### config.mk
export PLATFORM = sky130hd
export DESIGN_NAME = pipeline_sink
export DESIGN_NICKNAME = d
export VERILOG_FILES = /design/src/rtl/pipeline_sink.sv
export SDC_FILE = /design/constraint.sdc
export NUM_CORES = 1
export LEC_CHECK = 0
export CORE_MARGIN = 4
export CORE_UTILIZATION = 30
export DETAILED_ROUTE_END_ITERATION = 8
export HOLD_SLACK_MARGIN = 0.03
export SLEW_MARGIN = 5
export SYNTH_ARGS = -nofsm -noshare
export SYNTH_HDL_FRONTEND = slang
export SYNTH_SLANG_ARGS = --single-unit
### constraint.sdc
create_clock -name clk -period 4.4 [get_ports clk]
set_clock_uncertainty 0.2 [all_clocks]
set_input_delay 0.88 -clock clk [delete_from_list [all_inputs] [get_ports clk]]
set_output_delay 0.88 -clock clk [all_outputs]
set_load 0.005 [all_outputs]
### src/rtl/pipeline_sink.sv
// ----------------------------------------------------------------------------
// Module   : pipeline_sink
// Brief    : Consumer endpoint for the address pipeline. Buffers address/id
//            beats in a small FIFO under stall backpressure, discards beats
//            killed by a per-ID flush, hands the rest to a valid/ready
//            consumer and flags out-of-order IDs.
// Revision : 1.0 - initial release
// ----------------------------------------------------------------------------
`default_nettype none

module pipeline_sink #(
  parameter int ADDRESS_WIDTH = 8,
  parameter int ID_WIDTH      = 4,
  parameter int FIFO_DEPTH    = 4
) (
  input  logic                          clk,
  input  logic                          reset,
  input  logic [ADDRESS_WIDTH-1:0]      pipe_address,
  input  logic [ID_WIDTH-1:0]           pipe_id,
  input  logic                          pipe_valid,
  output logic                          pipe_stall,
  input  logic                          flush,
  input  logic [ID_WIDTH-1:0]           flush_id,
  output logic [ADDRESS_WIDTH-1:0]      cons_address,
  output logic [ID_WIDTH-1:0]           cons_id,
  output logic                          cons_valid,
  input  logic                          cons_ready,
  output logic                          seq_error,
  output logic [7:0]                    err_count,
  output logic [$clog2(FIFO_DEPTH):0]   occupancy
);

  localparam int                 C_PTR_W = $clog2(FIFO_DEPTH);
  localparam logic [C_PTR_W:0]   C_FULL  = (C_PTR_W+1)'(FIFO_DEPTH);

  // Entry storage, split into parallel arrays of {address, id, killed}
  logic [ADDRESS_WIDTH-1:0] r_addr   [FIFO_DEPTH];
  logic [ID_WIDTH-1:0]      r_id     [FIFO_DEPTH];
  logic                     r_killed [FIFO_DEPTH];

  logic [C_PTR_W-1:0]       r_head;
  logic [C_PTR_W-1:0]       r_tail;
  logic [C_PTR_W:0]         r_count;
  logic [ID_WIDTH-1:0]      r_exp_id;
  logic                     r_seq_error;
  logic [7:0]               r_err_count;

  logic w_not_empty;
  logic w_head_killed;
  logic w_accept;
  logic w_drop;
  logic w_push;
  logic w_handshake;
  logic w_pop;

  // Handshake qualifiers; stall depends on registered count only
  always_comb begin
    pipe_stall    = (r_count == C_FULL);
    w_not_empty   = (r_count != '0);
    w_head_killed = r_killed[r_head];
    cons_valid    = w_not_empty && !w_head_killed;
    cons_address  = r_addr[r_head];
    cons_id       = r_id[r_head];
    w_accept      = pipe_valid && !pipe_stall;
    w_drop        = flush && (flush_id == pipe_id);
    w_push        = w_accept && !w_drop;
    w_handshake   = cons_valid && cons_ready;
    // A killed head leaves on its own without ever being presented
    w_pop         = w_handshake || (w_not_empty && w_head_killed);
  end

  assign seq_error = r_seq_error;
  assign err_count = r_err_count;
  assign occupancy = r_count;

  // Entry storage: flush marks matching entries, push writes the tail slot.
  // Marking stale (non-live) slots is harmless since a push clears killed.
  always_ff @(posedge clk or posedge reset) begin
    if (reset) begin
      for (int i = 0; i < FIFO_DEPTH; i++) begin
        r_addr[i]   <= '0;
        r_id[i]     <= '0;
        r_killed[i] <= 1'b0;
      end
    end else begin
      for (int i = 0; i < FIFO_DEPTH; i++) begin
        // The head completing its handshake this cycle is left alone
        if (flush && (r_id[i] == flush_id) &&
            !(w_handshake && (C_PTR_W'(i) == r_head))) begin
          r_killed[i] <= 1'b1;
        end
      end
      if (w_push) begin
        r_addr[r_tail]   <= pipe_address;
        r_id[r_tail]     <= pipe_id;
        r_killed[r_tail] <= 1'b0;
      end
    end
  end

  // Pointers wrap naturally at the power-of-two depth; count tracks net flow
  always_ff @(posedge clk or posedge reset) begin
    if (reset) begin
      r_head  <= '0;
      r_tail  <= '0;
      r_count <= '0;
    end else begin
      if (w_push) r_tail <= r_tail + 1'b1;
      if (w_pop)  r_head <= r_head + 1'b1;
      case ({w_push, w_pop})
        2'b10:   r_count <= r_count + 1'b1;
        2'b01:   r_count <= r_count - 1'b1;
        default: r_count <= r_count;
      endcase
    end
  end

  // Order checker: compare each stored beat to the expected ID, then resync
  always_ff @(posedge clk or posedge reset) begin
    if (reset) begin
      r_exp_id    <= '0;
      r_seq_error <= 1'b0;
      r_err_count <= '0;
    end else if (w_push) begin
      r_exp_id <= pipe_id + ID_WIDTH'(1);
      if (pipe_id != r_exp_id) begin
        r_seq_error <= 1'b1;
        if (r_err_count != 8'hFF) r_err_count <= r_err_count + 8'd1;
      end
    end
  end

endmodule

`default_nettype wire

==> summary.txt <==
Detailed routing
  • Final antenna-violating net count: 0
  • Total DRC errors in the routed layout: 0
  • Vias per cell: 4.600
  • Detailed-route via count: 2,277
  • Wirelength, routed: 8.126 mm
  • Iter 0 DRT Violations: 148
  • WL per Instance: 16.42 µm
  • First-pass iteration count of the detailed router: 4

Logic synthesis
  • Library cells used by synthesis: 35
  • Cell type with the largest total area after synthesis: dfrtp_1
  • Mapped cell area: 3800 µm²
  • Post-synth top area share: 0.4742
  • Mapped Avg Cell Area: 13.72 µm²
  • Main area contributors after synthesis: dfrtp_1, mux2_4, mux4_2, mux2_2, xor2_1
  • Synthesized Nets: 310
  • Portion of the post-synthesis area used by sequential elements: 0.4742
  • Number of cells produced by synthesis: 277
  • #FFs+latches synth: 72
  • Warning count from the yosys run: 0

Pwr
  • Switching Share: 0.3137
  • Peak supply drop: 0.3442 mV
  • Cell internal pwr: 0.002498 W
  • Combinational Power Share: 0.448
  • Switching Power: 0.001141 W
  • Power share of the sequential group: 0.352
  • Clock power share: 0.199
  • Cell leakage power: 2.076 nW
  • Power density normalized to cell area: 774.3 nW/µm²

Run status
  • Status: completed

STA
  • Final period util: 0.7755
  • Sum Neg Setup Slack: 0 ps
  • Transition time at the pin with the least slew margin: 942.2 ps
  • Max-slew violations: 0
  • Remaining max-slew budget at the tightest pin: 0.3719
  • Number of hold violations in the final report: 0
  • Setup violations, final: 0
  • Clock period minus final worst setup slack: 3412 ps
  • Setup repair after global routing missed its margin: no
  • Fmax achieved: 0.2931 GHz

Clocking
  • Later-pin clock latency in the skew report: 330 ps
  • Setup bufs post-CTS: 0
  • Cells resized by post-CTS repair: 0
  • Number of buffers on the longest clock path: 2
  • Clk Tree Root Cell: clkbuf_16
  • Sink count of the clock tree: 72
  • CTS clock-pin slew for the worst setup and hold paths: 50 ps
  • Number of buffers added by the clock tree synthesis step: 9
  • Clock tree from TritonCTS: done
  • Depth of the CTS H-tree: 3
  • Post-CTS Hold Buffers: 0

Die
  • Initial core utilization: 0.3112
  • Number of rows in the core area: 40
  • Area enclosed by the die boundary: 14,530 µm²
  • Die Width: 120.5 µm
  • I/O pin cnt: 47
  • Die span in y: 120.5 µm
  • Core Footprint: 12,210 µm²

Finish
  • Total Nets Final: 357
  • Diode insertion count for antenna repair: 0
  • Post-layout util: 0.3848
  • Post-synthesis to final-layout area growth: 23.67%
  • Fraction of layout cells with a size suffix above 1: 0.2844

GRT
  • Antenna violations before repair: 0
  • Via count of the first global-routing pass: 2,558
  • Total grt overflow: 0
  • Pin count of the biggest net entering global routing: 73
  • Total routing usage reported by global routing: 0.1212
  • Wire length of the first global-routing pass: 13.58 mm

Placement
  • Placer congestion estimate: 0.7715
  • Number of buffers added on ports: 46
  • HPWL after DPL: 5.466 mm

Worst setup path
  • Endpoint type of the worst setup path: output port
  • Worst Path Arrival: 2330 ps
  • Startpoint type of the worst setup path: register
  • Crit-path slowest cell: dfrtp_1
  • Setup Crit Path Kind: register to output port
  • Ordered list of cells on the worst path: buf_4 -> mux4_2 -> clkdlybuf4s50_1
  • Delay of the slowest critical-path stage: 670 ps
  • Data required time of the critical path: 3320 ps
  • Crit path max fanout: 9

Job
  • Number of max-cap violations: 0

Worst hold path
  • Worst min-delay path class: register to register
==> synth_stat cells <==
master,n
nor4_2,1
xor2_1,24
nand2_1,13
nand3_1,8
inv_1,12
o32ai_1,1
a41oi_2,1
and2_2,1
ha_1,11
o21bai_1,1
nor4_1,1
mux4_2,13
o21a_1,4
nor3b_1,1
buf_2,8
mux2_2,21
nor4_4,1
mux2_4,28
nor3_1,8
clkbuf_1,1
xnor2_1,12
a41oi_1,1
dfrtp_1,72
and4_1,1
nand2_4,3
a31oi_2,1
buf_4,4
nor2_1,3
buf_6,4
a41o_1,1
or2_4,1
a21oi_1,7
fa_1,1
o21ai_0,6
nand2b_1,1
==> metal layers <==
layer | global-route usage | part of all wire | routed length [µm] | vias up
met5 | 0 | 0 | 0 | -
met4 | 0.03187 | 0.012 | 96 | 0
met3 | 0.04584 | 0.054 | 439 | 9
met2 | 0.1946 | 0.47 | 3823 | 53
met1 | 0.1542 | 0.46 | 3766 | 1154
li1 | - | - | - | 1061
==> cell usage in the layout (no fill, tap or decap), types with 2 or more instances in the layout <==
| master | instances |
|---|---|
| a21oi_1 | 7 |
| buf_4 | 7 |
| clkbuf_16 | 9 |
| clkbuf_8 | 2 |
| clkdlybuf4s50_1 | 46 |
| dfrtp_1 | 72 |
| ha_1 | 11 |
| inv_1 | 11 |
| mux2_2 | 21 |
| mux2_4 | 28 |
| mux4_2 | 13 |
| nand2_1 | 13 |
| nand2_4 | 3 |
| nand3_1 | 8 |
| nor2_1 | 3 |
| nor3_1 | 8 |
| o21a_1 | 4 |
| o21ai_0 | 6 |
| xnor2_1 | 12 |
| xor2_1 | 24 |
==> power by group through the flow <==
stage	Clock (W)	Combinational (W)	Sequential, W
after CTS	0.000745	0.00167	0.00129
after floorplan	0	0.00112	0.00120
after global placement	0	0.00163	0.00128
after detailed placement	0	0.00166	0.00129
after global routing	0.000768	0.00179	0.00133
final	0.000725	0.00163	0.00128
==> state kept, by name, summed over array words and instances, names as in the netlist <==
| register | cells |
|---|---|
| seq_error | 1 |
| r_exp_id | 4 |
| r_id | 16 |
| r_tail | 2 |
| r_addr | 32 |
| r_killed | 4 |
| r_head | 2 |
| err_count | 8 |
| occupancy | 3 |
==> kinds of logic after synthesis <==
kind of cell             Yosys count  share of synthesized area
AND/OR/NAND/NOR                   43                    0.06652
adder cells (fa/ha/maj)           12                    0.04149
XOR/XNOR                          36                    0.08298
AO/OA/AOI/OAI                     23                    0.04182
flip-flops                        72                     0.4742
multiplexers                      62                     0.2499
buffers and inverters             29                    0.04313
==> stage by stage <==
step	power (W)	hold slack, ps	std cells	setup WS (ps)	area [µm²]
after floorplan	0.002324	258.6	277	1370	3800
after global placement	0.002908	270.6	481	853.7	4404
after detailed placement	0.002950	261.4	481	834.6	4404
after CTS	0.003700	283.8	495	903.3	4700
after global routing	0.003890	313.7	495	837.3	4700
final	0.003639	279.0	495	987.8	4700
==> final timing paths <==
check                          start      endpoint  slack, ps  cells past startpoint
max                        r_head[0]    cons_id[3]        990                      3
min                        seq_error     seq_error        280                      1
max reg2reg                r_head[0]  occupancy[1]       1610                      7
min reg2reg                seq_error     seq_error        280                      1
max in group asynchronous      reset    r_addr[18]       2430                      3
min in group asynchronous      reset   r_exp_id[2]        940                      3
==> worst max-delay path: cells and delay by family, from the launching register on <==
family                 cells  cell delay (ps)
buffers and inverters      2              780
DFF                        1              670
muxes                      1              550
==> layout make-up <==
type	count	area, µm²
inverters	12	45.04
clock inverters	3	42.54
multi-input cells	176	1834
flip-flops and latches	72	1802
well taps	168	210.2
clock buffers	11	252.7
fillers	1231	7512
repair buffers	53	513.0
Note: power is estimated with default switching activity, not from simulation.
==> RTL change: new RTL, same settings <==
The parameter `ADDRESS_WIDTH` goes from 8 to 6.
--- a/src/rtl/pipeline_sink.sv
+++ b/src/rtl/pipeline_sink.sv
@@ -9,7 +9,7 @@
 `default_nettype none
 
 module pipeline_sink #(
-  parameter int ADDRESS_WIDTH = 8,
+  parameter int ADDRESS_WIDTH = 6,
   parameter int ID_WIDTH      = 4,
   parameter int FIFO_DEPTH    = 4
 ) (
Ports: changed (resized cons_address and pipe_address); port bits go from 47 to 43. No check against the original RTL was run, so the function may have changed too.
==> RTL change against the original RTL <==
Routed wire length down 8.6%. Highest routed layer unchanged. Critical endpoint is now cons_valid. Largest cell class unchanged. Global-route usage about the same. Sequential cell count down 8. Total power down 9.6%. Worst setup slack about the same. Area after synthesis down 8.5%. Critical path depth unchanged. Final area down 8.7%.
==> RTL change: results (changes against the original RTL) <==
INFO  metric drt-initial-drc-count = 76 (-49%)
INFO  metric gr-usage-all-layers = 0.122 (+0.000360)
INFO  metric synth_nets = 284 (-8.4%)
INFO  metric post_cts.resized_instances = 0 (unchanged)
INFO  metric post-place-cells = 428 (-11%)
INFO  metric synth_cell_type_count = 37 (+5.7%)
INFO  metric status = finished clean
INFO  metric cts_buffers = 9 (unchanged)
INFO  metric class_of_the_worst_hold_path = reg2reg
INFO  metric antenna_cells_inserted = 0 (unchanged)
INFO  metric finalWirelength = 7430 um (-8.6%)
INFO  metric half_perimeter_wire_length_of_the_detailed_placement_result = 5170 um (-5.4%)
INFO  metric critical_path.max_fanout = 9 (unchanged)
INFO  metric worstSkewPairLatency = 0.33 ns (about the same)
INFO  metric filler_cells = 1,106 (-10%)
INFO  metric grt_antenna_before_repair = 0 (unchanged)
INFO  metric gp_congestion = 0.763 (-1.1%)
INFO  metric leakage = 1.91 nW (-8.2%)
INFO  metric syn-instance-count = 253 (-8.7%)
INFO  metric place.port_buffers = 42 (-8.7%)
INFO  metric most_instantiated_flip_flop_cell_in_the_synthesis_netlist = dfrtp_1
INFO  metric first_global_vias = 2,319 (-9.3%)
INFO  metric avgRoutedWirePerCell = 16.7 um (+1.9%)
INFO  metric route.detailed.vias_per_inst = 4.68 (+1.7%)
INFO  metric drive_gt1_frac = 0.272 (-0.0120)
INFO  metric peakVddDrop = 0.334 mV (-2.9%)
INFO  metric overflow_after_grt = 0 (unchanged)
INFO  metric cell_internal_pwr = 2.25 mW (-10%)
INFO  metric first_pass_grt_wire_length = 12,400 um (-8.6%)
INFO  metric cts.sinks = 64 (-11%)
INFO  metric worst_case_headroom_to_the_max_slew_limit = 0.632 (+0.260)
INFO  metric total_iterations_of_the_first_detailed_routing_run = 4 (unchanged)
INFO  metric post_synth_main_area_contributors = dfrtp_1, mux2_4, mux4_2
INFO  metric critical_path.top_delay_family = flip-flops
INFO  metric cts.root.buffer_cell = clkbuf_16
INFO  metric max_stage_delay = 0.65 ns (-0.02 ns)
INFO  metric detailed_place.area = 0.00400 mm^2 (-9.3%)
INFO  metric synthesis.yosys.warnings = 0 (unchanged)
INFO  metric layout.nets = 327 (-8.4%)
INFO  metric most_numerous_cell_types_in_the_synthesized_netlist = dfrtp_1, mux2_4, xor2_1, xnor2_1
INFO  metric number_of_buffers_added_for_setup_after_cts = 0 (unchanged)
INFO  metric synth_sequential_area_ratio = 0.461 (-0.0136)
INFO  metric grt_start_max_net_pins = 44 (-40%)
INFO  metric largest_reg_flops = 24 (-25%)
INFO  metric path_clk_slew = 0.06 ns
INFO  metric place_ws = 0.910 ns (+0.0758 ns)
==> RTL change: cell types whose count changed in the layout (fill, tap and decap cells not counted), sizes merged, moves of 3 or more <==
cell           before  now
clkdlybuf4s50      46   42
clkinvlp            1    5
nor3                8    4
dfrtp              72   64
xor2               24   20
xnor2              12   17
and3                0    3
mux2               49   41
==> RTL change: logic make-up (layout without fill, tap and decap cells) <==
kind of cell,Yosys count,count (layout),synth area share
flops,64,64,0.461
mux,53,53,0.246
simple gates,41,41,0.0637
xor+xnor,37,37,0.0932
buf+inv,26,74,0.0461
compound gates,20,20,0.0453
fa+ha+maj,12,12,0.0453
==> RTL change: power groups by stage <==
stage / combinational (mW) / sequential (mW) / clock (mW)
after global placement: 1.47 / 1.12 / 0
after detailed placement: 1.49 / 1.13 / 0
after floorplan: 1.02 / 1.06 / 0
final: 1.47 / 1.12 / 0.702
after global routing: 1.60 / 1.17 / 0.744
after CTS: 1.50 / 1.12 / 0.718
==> RTL change: final cells by class <==
type                    instances  area (um^2)  area share
well taps                     143          179      0.0417
clock inverters                 7         72.6      0.0169
clock buffers                   9          225      0.0525
inverters                      11         41.3     0.00962
repair buffers                 47          458       0.107
multi-input cells             163         1720       0.400
flip-flops and latches         64         1600       0.373
==> RTL change: path summary, 6_finish.rpt <==
check	slack, ns	cells after the start	start	endpoint
max	0.99	3	r_head[0]	cons_valid
min	0.28	1	r_killed[1]	r_killed[1]
max reg2reg	1.66	9	r_head[0]	occupancy[2]
min reg2reg	0.28	1	r_killed[1]	r_killed[1]
max in group asynchronous	2.39	3	reset	r_addr[22]
min in group asynchronous	0.69	2	reset	err_count[1]
==> RTL change: layer usage <==
metal,up-vias,track usage,routed length [um]
met5,-,0,0
met2,50,0.202,3710
li1,968,-,-
met4,0,0.0340,81
met3,12,0.0386,416
met1,1047,0.153,3220
